<file path="src/rtl/pe_stream.sv">
// pe_stream: streaming, tile-aware MAC processing element for a systolic array.
// Operands and tags are forwarded east/south with one cycle of delay. Products
// are accumulated at full precision with guard bits. Each finished tile is
// rounded and saturated once, then parked in a single-entry result register.
//
// Result handshake: res_valid is asserted while the register holds a result.
// A result is consumed on any rising edge where res_valid && res_ready. Once
// asserted, res_data/res_sat stay stable until that accept, or until an accept
// coincides with a new load, in which case the new result replaces the old one.
// A tile that finishes while res_valid && !res_ready is dropped and flagged in
// err_overrun.
module pe_stream #(
    parameter int BIT_WIDTH  = 16,
    parameter int FRAC_WIDTH = 8,
    parameter int ACC_GUARD  = 8
) (
    input  logic                 clk,
    input  logic                 rst_n,
    input  logic [BIT_WIDTH-1:0] data_north,
    input  logic [BIT_WIDTH-1:0] data_west,
    input  logic                 valid_north,
    input  logic                 valid_west,
    input  logic                 first_west,
    input  logic                 last_west,
    output logic [BIT_WIDTH-1:0] data_south,
    output logic [BIT_WIDTH-1:0] data_east,
    output logic                 valid_south,
    output logic                 valid_east,
    output logic                 first_east,
    output logic                 last_east,
    output logic [BIT_WIDTH-1:0] res_data,
    output logic                 res_sat,
    output logic                 res_valid,
    input  logic                 res_ready,
    output logic                 err_overrun,
    output logic                 err_align,
    input  logic                 clr_flags,
    output logic                 dbg_state
);

    localparam int PROD_W = 2 * BIT_WIDTH;
    localparam int ACC_W  = 2 * BIT_WIDTH + ACC_GUARD;
    localparam int UPR_W  = ACC_W - BIT_WIDTH + 1;

    // Half an LSB of the result, added before truncation (round half up).
    localparam logic [ACC_W-1:0] RND_HALF = {{(ACC_W-1){1'b0}}, 1'b1} << (FRAC_WIDTH - 1);

    typedef enum logic {
        S_IDLE  = 1'b0,
        S_ACCUM = 1'b1
    } state_t;

    // Input qualification.
    logic mac;
    logic misalign;
    assign mac      = valid_north & valid_west;
    assign misalign = valid_north ^ valid_west;

    // Stage 1 registers.
    logic signed [PROD_W-1:0] p_q;
    logic                     mac_q;
    logic                     first_q;
    logic                     last_q;

    // Stage 2 registers and next-state signals.
    state_t                  state_q, state_d;
    logic signed [ACC_W-1:0] acc_q, acc_d;
    logic                    fin_q, fin_d;
    logic signed [ACC_W-1:0] p_ext;

    // Stage 3 combinational rounding/saturation.
    logic signed [ACC_W-1:0] acc_rnd;
    logic signed [ACC_W-1:0] rnd_shift;
    logic [UPR_W-1:0]        rnd_upper;
    logic                    rnd_fits;
    logic [BIT_WIDTH-1:0]    sat_data;
    logic                    sat_flag;

    // Result register control.
    logic res_load;
    logic res_drop;

    assign dbg_state = state_q;

    // Unconditional one-cycle forwarding of operands, qualifiers and tags.
    always_ff @(posedge clk) begin
        if (!rst_n) begin
            data_south  <= '0;
            data_east   <= '0;
            valid_south <= 1'b0;
            valid_east  <= 1'b0;
            first_east  <= 1'b0;
            last_east   <= 1'b0;
        end else begin
            data_south  <= data_north;
            data_east   <= data_west;
            valid_south <= valid_north;
            valid_east  <= valid_west;
            first_east  <= first_west;
            last_east   <= last_west;
        end
    end

    // Stage 1: register the full-precision signed product with its tags.
    always_ff @(posedge clk) begin
        if (!rst_n) begin
            p_q     <= '0;
            mac_q   <= 1'b0;
            first_q <= 1'b0;
            last_q  <= 1'b0;
        end else begin
            p_q     <= $signed(data_west) * $signed(data_north);
            mac_q   <= mac;
            first_q <= first_west & mac;
            last_q  <= last_west & mac;
        end
    end

    // Stage 2 state: FSM state, accumulator and the finalize strobe.
    always_ff @(posedge clk) begin
        if (!rst_n) begin
            state_q <= S_IDLE;
            acc_q   <= '0;
            fin_q   <= 1'b0;
        end else begin
            state_q <= state_d;
            acc_q   <= acc_d;
            fin_q   <= fin_d;
        end
    end

    // Stage 2 next state: start, restart or extend the tile sum; finalize on last.
    always_comb begin
        state_d = state_q;
        acc_d   = acc_q;
        fin_d   = 1'b0;
        p_ext   = {{ACC_GUARD{p_q[PROD_W-1]}}, p_q};
        if (mac_q) begin
            if (state_q == S_IDLE || first_q) begin
                acc_d = p_ext;
            end else begin
                acc_d = acc_q + p_ext;
            end
            if (last_q) begin
                fin_d   = 1'b1;
                state_d = S_IDLE;
            end else begin
                state_d = S_ACCUM;
            end
        end
    end

    // Stage 3: round half up, drop the fractional bits, saturate to BIT_WIDTH.
    always_comb begin
        acc_rnd   = acc_q + RND_HALF;
        rnd_shift = acc_rnd >>> FRAC_WIDTH;
        rnd_upper = rnd_shift[ACC_W-1:BIT_WIDTH-1];
        rnd_fits  = (&rnd_upper) | (~|rnd_upper);
        sat_data  = rnd_shift[BIT_WIDTH-1:0];
        sat_flag  = 1'b0;
        if (!rnd_fits) begin
            sat_flag = 1'b1;
            if (rnd_shift[ACC_W-1]) begin
                sat_data = {1'b1, {(BIT_WIDTH-1){1'b0}}};
            end else begin
                sat_data = {1'b0, {(BIT_WIDTH-1){1'b1}}};
            end
        end
    end

    assign res_load = fin_q & (~res_valid | res_ready);
    assign res_drop = fin_q & res_valid & ~res_ready;

    // Single-entry result register with valid/ready release.
    always_ff @(posedge clk) begin
        if (!rst_n) begin
            res_data  <= '0;
            res_sat   <= 1'b0;
            res_valid <= 1'b0;
        end else if (res_load) begin
            res_data  <= sat_data;
            res_sat   <= sat_flag;
            res_valid <= 1'b1;
        end else if (res_valid && res_ready) begin
            res_valid <= 1'b0;
        end
    end

    // Sticky error flags; a set event in the clearing cycle keeps the flag.
    always_ff @(posedge clk) begin
        if (!rst_n) begin
            err_overrun <= 1'b0;
            err_align   <= 1'b0;
        end else begin
            err_overrun <= res_drop | (err_overrun & ~clr_flags);
            err_align   <= misalign | (err_align & ~clr_flags);
        end
    end

endmodule
</file>
<file path="config.mk">
export PLATFORM = sky130hd
export DESIGN_NAME = pe_stream
export DESIGN_NICKNAME = d
export VERILOG_FILES = /design/src/rtl/pe_stream.sv
export SDC_FILE = /design/constraint.sdc
export NUM_CORES = 1
export LEC_CHECK = 0
export CORE_MARGIN = 3
export CORE_UTILIZATION = 48
export CTS_BUF_LIST = sky130_fd_sc_hd__clkbuf_8
export DETAILED_ROUTE_END_ITERATION = 7
export PLACE_DENSITY = 0.66
export SYNTH_ARGS = -nofsm -noshare
export SYNTH_HDL_FRONTEND = slang
export SYNTH_SLANG_ARGS = --single-unit
</file>
<file path="constraint.sdc">
create_clock -name clk -period 24.1 [get_ports clk]
set_clock_uncertainty 0.2 [all_clocks]
set_input_delay 6.025 -clock clk [delete_from_list [all_inputs] [get_ports clk]]
set_output_delay 6.025 -clock clk [all_outputs]
set_load 0.1 [all_outputs]
</file>
* Word-level counts from Yosys, hierarchy flattened
Cells that the tools add are included.
Storage, ports and cells: flip-flop bits (word level) 133, latch bits 0, memory bits (writable) 0, memory bits (read-only) 0, input bits 40, output and inout port bits 57, memories kept 0
Operators by class: add/sub/neg operators 2, multipliers 1, div/mod/pow operators 0, magnitude comparators 0, eq/ne operators 0, shift operators 0, muxes and demuxes 8, bitwise gates (word level) 17, reductions and logical operators 7
Operator list (number):
- $add A40 B32 Y40 | 1
- $add A40 B8 Y40 const B | 1
- $mux W40 | 1
- $mul A16 B16 Y32 | 1
- $mux W16 | 2
- $reduce_and A17 Y1 | 1
- $reduce_or A17 Y1 | 1
- $and A1 B1 Y1 | 8
- $mux W1 | 5
- $not A1 Y1 | 4
- $or A1 B1 Y1 | 4
- $reduce_and A2 Y1 | 1
- $reduce_bool A2 Y1 | 1
- $logic_and A1 B1 Y1 | 1
- $logic_not A1 Y1 | 1
- $logic_or A1 B1 Y1 | 1
- $xor A1 B1 Y1 | 1

* Depth between registers and ports, before layout
depth after elaboration 5, mapped depth 24

* Worst setup path after synthesis
No wires, ideal clock.
kind in2reg, from in data_north[1], to reg p_q[31], arrival 11.893 ns, data required time 23.805 ns, setup slack 11.911 ns, stages 21, path buffers 1, cell sequence clkbuf_1 -> nand2_1 -> inv_1 -> fa_1 -> fa_1 -> inv_1 -> fa_1 -> fa_1 -> fa_1 -> fa_1 -> inv_1 -> ha_1 -> a21o_1 -> a21o_1 -> a21o_1 -> a21oi_1 -> nor2b_1 -> a311o_1 -> a41oi_1 -> nand4_1 -> o311ai_1
Between the ends: longest elaborated chain between the ends 1
RTL lines:
- start, declared | line 19 | input logic [BIT_WIDTH-1:0] data_north,
- $mul A16 B16 Y32 | line 112 | p_q <= $signed(data_west) * $signed(data_north);
- end signal, assigned | line 112
- end, declared | line 60 | logic signed [PROD_W-1:0] p_q;
Every way passes these cells. A chain may end at the register's enable or synchronous reset.

* Worst setup path after layout
from in data_west[15], to reg p_q[31]
Between the ends: longest elaborated chain between the ends 1
RTL lines:
- start, declared | line 20 | input logic [BIT_WIDTH-1:0] data_west,
- $mul A16 B16 Y32 | line 112
Every way passes these cells.

==> out/qor.txt <==
Via count of the first global-routing pass: 14300
Warnings, synthesis: 0
Origin of the critical flop-to-flop path: acc_q[7]
1st-pass router iterations: 7
Minimum clock period after layout: 12.95 ns
Fraction of registers with async set/reset: 0%
Total DRC errors in the routed layout: 0
Clk buf depth: 2
Synth Area per Inst: 8.74 um^2
Cell count after synthesis: 1988
Clock Sinks: 133
Hold-fix buffers, CTS: 0
Clock latency reported for the late side of the worst-skew pair: 0.49 ns
Number of antenna diodes: 0
Headroom to the max-slew limit: 30.4%
Cell accounting for the most synthesized area: sky130_fd_sc_hd__fa_1
IO Count: 97
Net count, final: 2453
Clock tree from TritonCTS: done
Post-DR wirelength/cell: 17.3 um
Net count of the mapped netlist: 2414
Element type at the critical path end: flop
Max-Cap Viols: 0
Depth of the worst hold-timing path: 1
Worst hold slack: 0.294 ns
Global-route wire length before repair: 73.4 mm
Top-area cell type share of the netlist area: 30.3%
Average via count per standard cell: 5.41
Area of the core: 35700 um^2
Area of the die: 38500 um^2
Final-report max-slew violation count: 0
Floorplan die width: 196 um
Number of storage elements in the synthesis netlist: 133
Buffer count from post-CTS setup fixing: 0
Worst Hold Path EP: acc_q[0]
Result of the run: finished clean
Number of placement rows: 69
Layout fillers: 3342
Final Setup Violations: 0
Largest net degree at the start of global routing: 92
Number of cells on the worst reg-to-reg path: 10
Detailed placement HPWL: 33.5 mm
GRT overflow: 0
Combined area of all synthesized cells: 17400 um^2
Fmax: 77.2 MHz
Initial core utilization: 48.8%
Critical register-to-register path endpoint: acc_q[25]
Clock-pin slew of the registers on the worst-case setup and hold paths: 0.10 ns
H-Tree Depth: 4
CTS buffer count: 17
Top FF cell, synth: sky130_fd_sc_hd__dfxtp_1
Data required time at the worst endpoint: 24.30 ns
Kind of critical path: input pin to flop
Setup repair after global routing missed its margin: false
Number of endpoints with negative hold slack in the final report: 0
Most common library cell in the layout ignoring fill and taps: sky130_fd_sc_hd__inv_1
Worst Tran Pin Value: 1.04 ns
Chip height: 196 um
Most used cells in the layout excluding fill and tap cells: sky130_fd_sc_hd__inv_1, sky130_fd_sc_hd__fa_1, sky130_fd_sc_hd__nand2_1, sky130_fd_sc_hd__and2_1, sky130_fd_sc_hd__dfxtp_1
Post-route clock period utilization: 53.7%
Total routing resource utilization after global routing: 23.7%
Slack of the worst reg-to-reg path: 20.77 ns
Design area: 19000 um^2
Placed instance area: 18600 um^2
EDFF count, synth: 0
Final design utilization: 53.2%
Iter 0 DRT Violations: 703
Count of nets left with antenna violations after detail routing: 0
Max FO, Critical Path: 17
Layout overhead on the synthesized area: 9.21%
Aggregate routed wire length: 43.2 mm
Overall via count from detail_route: 13500
Root buffer selected by CTS: sky130_fd_sc_hd__clkbuf_8
Placer congestion estimate: 0.872
Ranking of synthesized cells by area: sky130_fd_sc_hd__fa_1, sky130_fd_sc_hd__dfxtp_1, sky130_fd_sc_hd__ha_1
Data arrival time of the critical path: 13.15 ns
Number of distinct standard cells referenced by the synthesized netlist: 89
Post-route setup TNS: 0 ns
Type of element launching the critical path: input pin
Port-buffer cells: 96
Share of post-route cells with drive strength above 1: 4.66%
Fraction of the yosys area taken by sequential cells: 15.3%
Initial antenna violation count: 0
Post-CTS Resized: 0
Launch point of the worst hold path: acc_q[0]
Path type of the worst min-delay path: flop to flop
-- through the flow --
stage	cells	worst slack [ns]
after detailed placement	2469	10.62
after floorplan	1988	11.91
after global routing	2501	10.62
after global placement	2469	10.76
after CTS	2501	11.16
final	2501	11.15
-- how the worst max path moves through the flow --
stage          slack [ns]       to     startpoint  depth (start not counted)
2_1_floorplan       11.91  p_q[31]  data_north[1]                         21
3_3_place_gp        10.76  p_q[31]  data_west[15]                         22
3_5_place_dp        10.62  p_q[31]  data_west[15]                         22
4_1_cts             11.16  p_q[31]  data_west[15]                         22
5_1_grt             10.62  p_q[31]  data_west[15]                         22
6_report            11.15  p_q[31]  data_west[15]                         22
-- kinds of logic (layout without fill, tap and decap cells) --
kind of cell    after synthesis  after routing  synth area share, %
simple gates                636            636                 19.0
xor+xnor                     80             80                 4.03
flops                       133            133                 15.3
buf+inv                     413            465                 9.32
mux                           6              6                0.345
fa+ha+maj                   386            386                 39.1
compound gates              334            334                 12.8
-- flip-flops by register name, summed over array words and instances (netlist names), 16 cells and up --
name	cells
res_data	16
data_east	16
acc_q	40
p_q	32
data_south	16
-- worst max-delay path: stages --
cell and delay [ns]:
sky130_fd_sc_hd__clkdlybuf4s50_1 0.92, sky130_fd_sc_hd__and2_1 0.27, sky130_fd_sc_hd__inv_1 0.07, sky130_fd_sc_hd__fa_1 0.50, sky130_fd_sc_hd__inv_1 0.08, sky130_fd_sc_hd__fa_1 0.90, sky130_fd_sc_hd__inv_1 0.20, sky130_fd_sc_hd__fa_1 0.57
sky130_fd_sc_hd__fa_1 0.44, sky130_fd_sc_hd__fa_1 0.52, sky130_fd_sc_hd__fa_1 0.54, sky130_fd_sc_hd__inv_1 0.04, sky130_fd_sc_hd__ha_1 0.35, sky130_fd_sc_hd__a21o_1 0.19, sky130_fd_sc_hd__a21o_1 0.18, sky130_fd_sc_hd__a21o_1 0.19
sky130_fd_sc_hd__a21oi_1 0.14, sky130_fd_sc_hd__nor2b_1 0.06, sky130_fd_sc_hd__a311o_1 0.37, sky130_fd_sc_hd__a41oi_1 0.32, sky130_fd_sc_hd__nand4_1 0.13, sky130_fd_sc_hd__o311ai_1 0.13
-- Yosys cell counts, types with 14 or more instances --
library cell and number:
sky130_fd_sc_hd__a21oi_1 89, sky130_fd_sc_hd__fa_1 263, sky130_fd_sc_hd__dfxtp_1 133, sky130_fd_sc_hd__and3_1 20, sky130_fd_sc_hd__nor2_1 62, sky130_fd_sc_hd__o21ai_0 77, sky130_fd_sc_hd__a21o_1 32, sky130_fd_sc_hd__nor3_1 14
sky130_fd_sc_hd__xnor2_1 55, sky130_fd_sc_hd__clkbuf_1 71, sky130_fd_sc_hd__nand2b_1 19, sky130_fd_sc_hd__xor2_1 25, sky130_fd_sc_hd__inv_1 329, sky130_fd_sc_hd__ha_1 123, sky130_fd_sc_hd__nand3_1 39, sky130_fd_sc_hd__and2_1 178
sky130_fd_sc_hd__nand2_1 223
-- metal layers --
metal | global-route usage, % | part of all wire (%) | up-vias
met1 | 31.7 | 45 | 6738
met4 | 7.10 | 2.2 | 0
li1 | - | - | 6442
met2 | 39.9 | 49 | 290
met3 | 3.59 | 3.8 | 60
met5 | 0 | 0 | -
-- cell type report --
cell class	instances	area, um^2	area share, %
clock buffers	18	248	1.30
clock inverters	14	140	0.738
inverters	330	1240	6.52
multi-input cells	1442	13100	69.0
flip-flops and latches	133	2660	14.0
well taps	461	577	3.04
repair buffers	103	1010	5.33
Power is left out: the tool's default activity adds up to more than one toggle a clock period on the data nets, which glitch-free logic cannot reach.
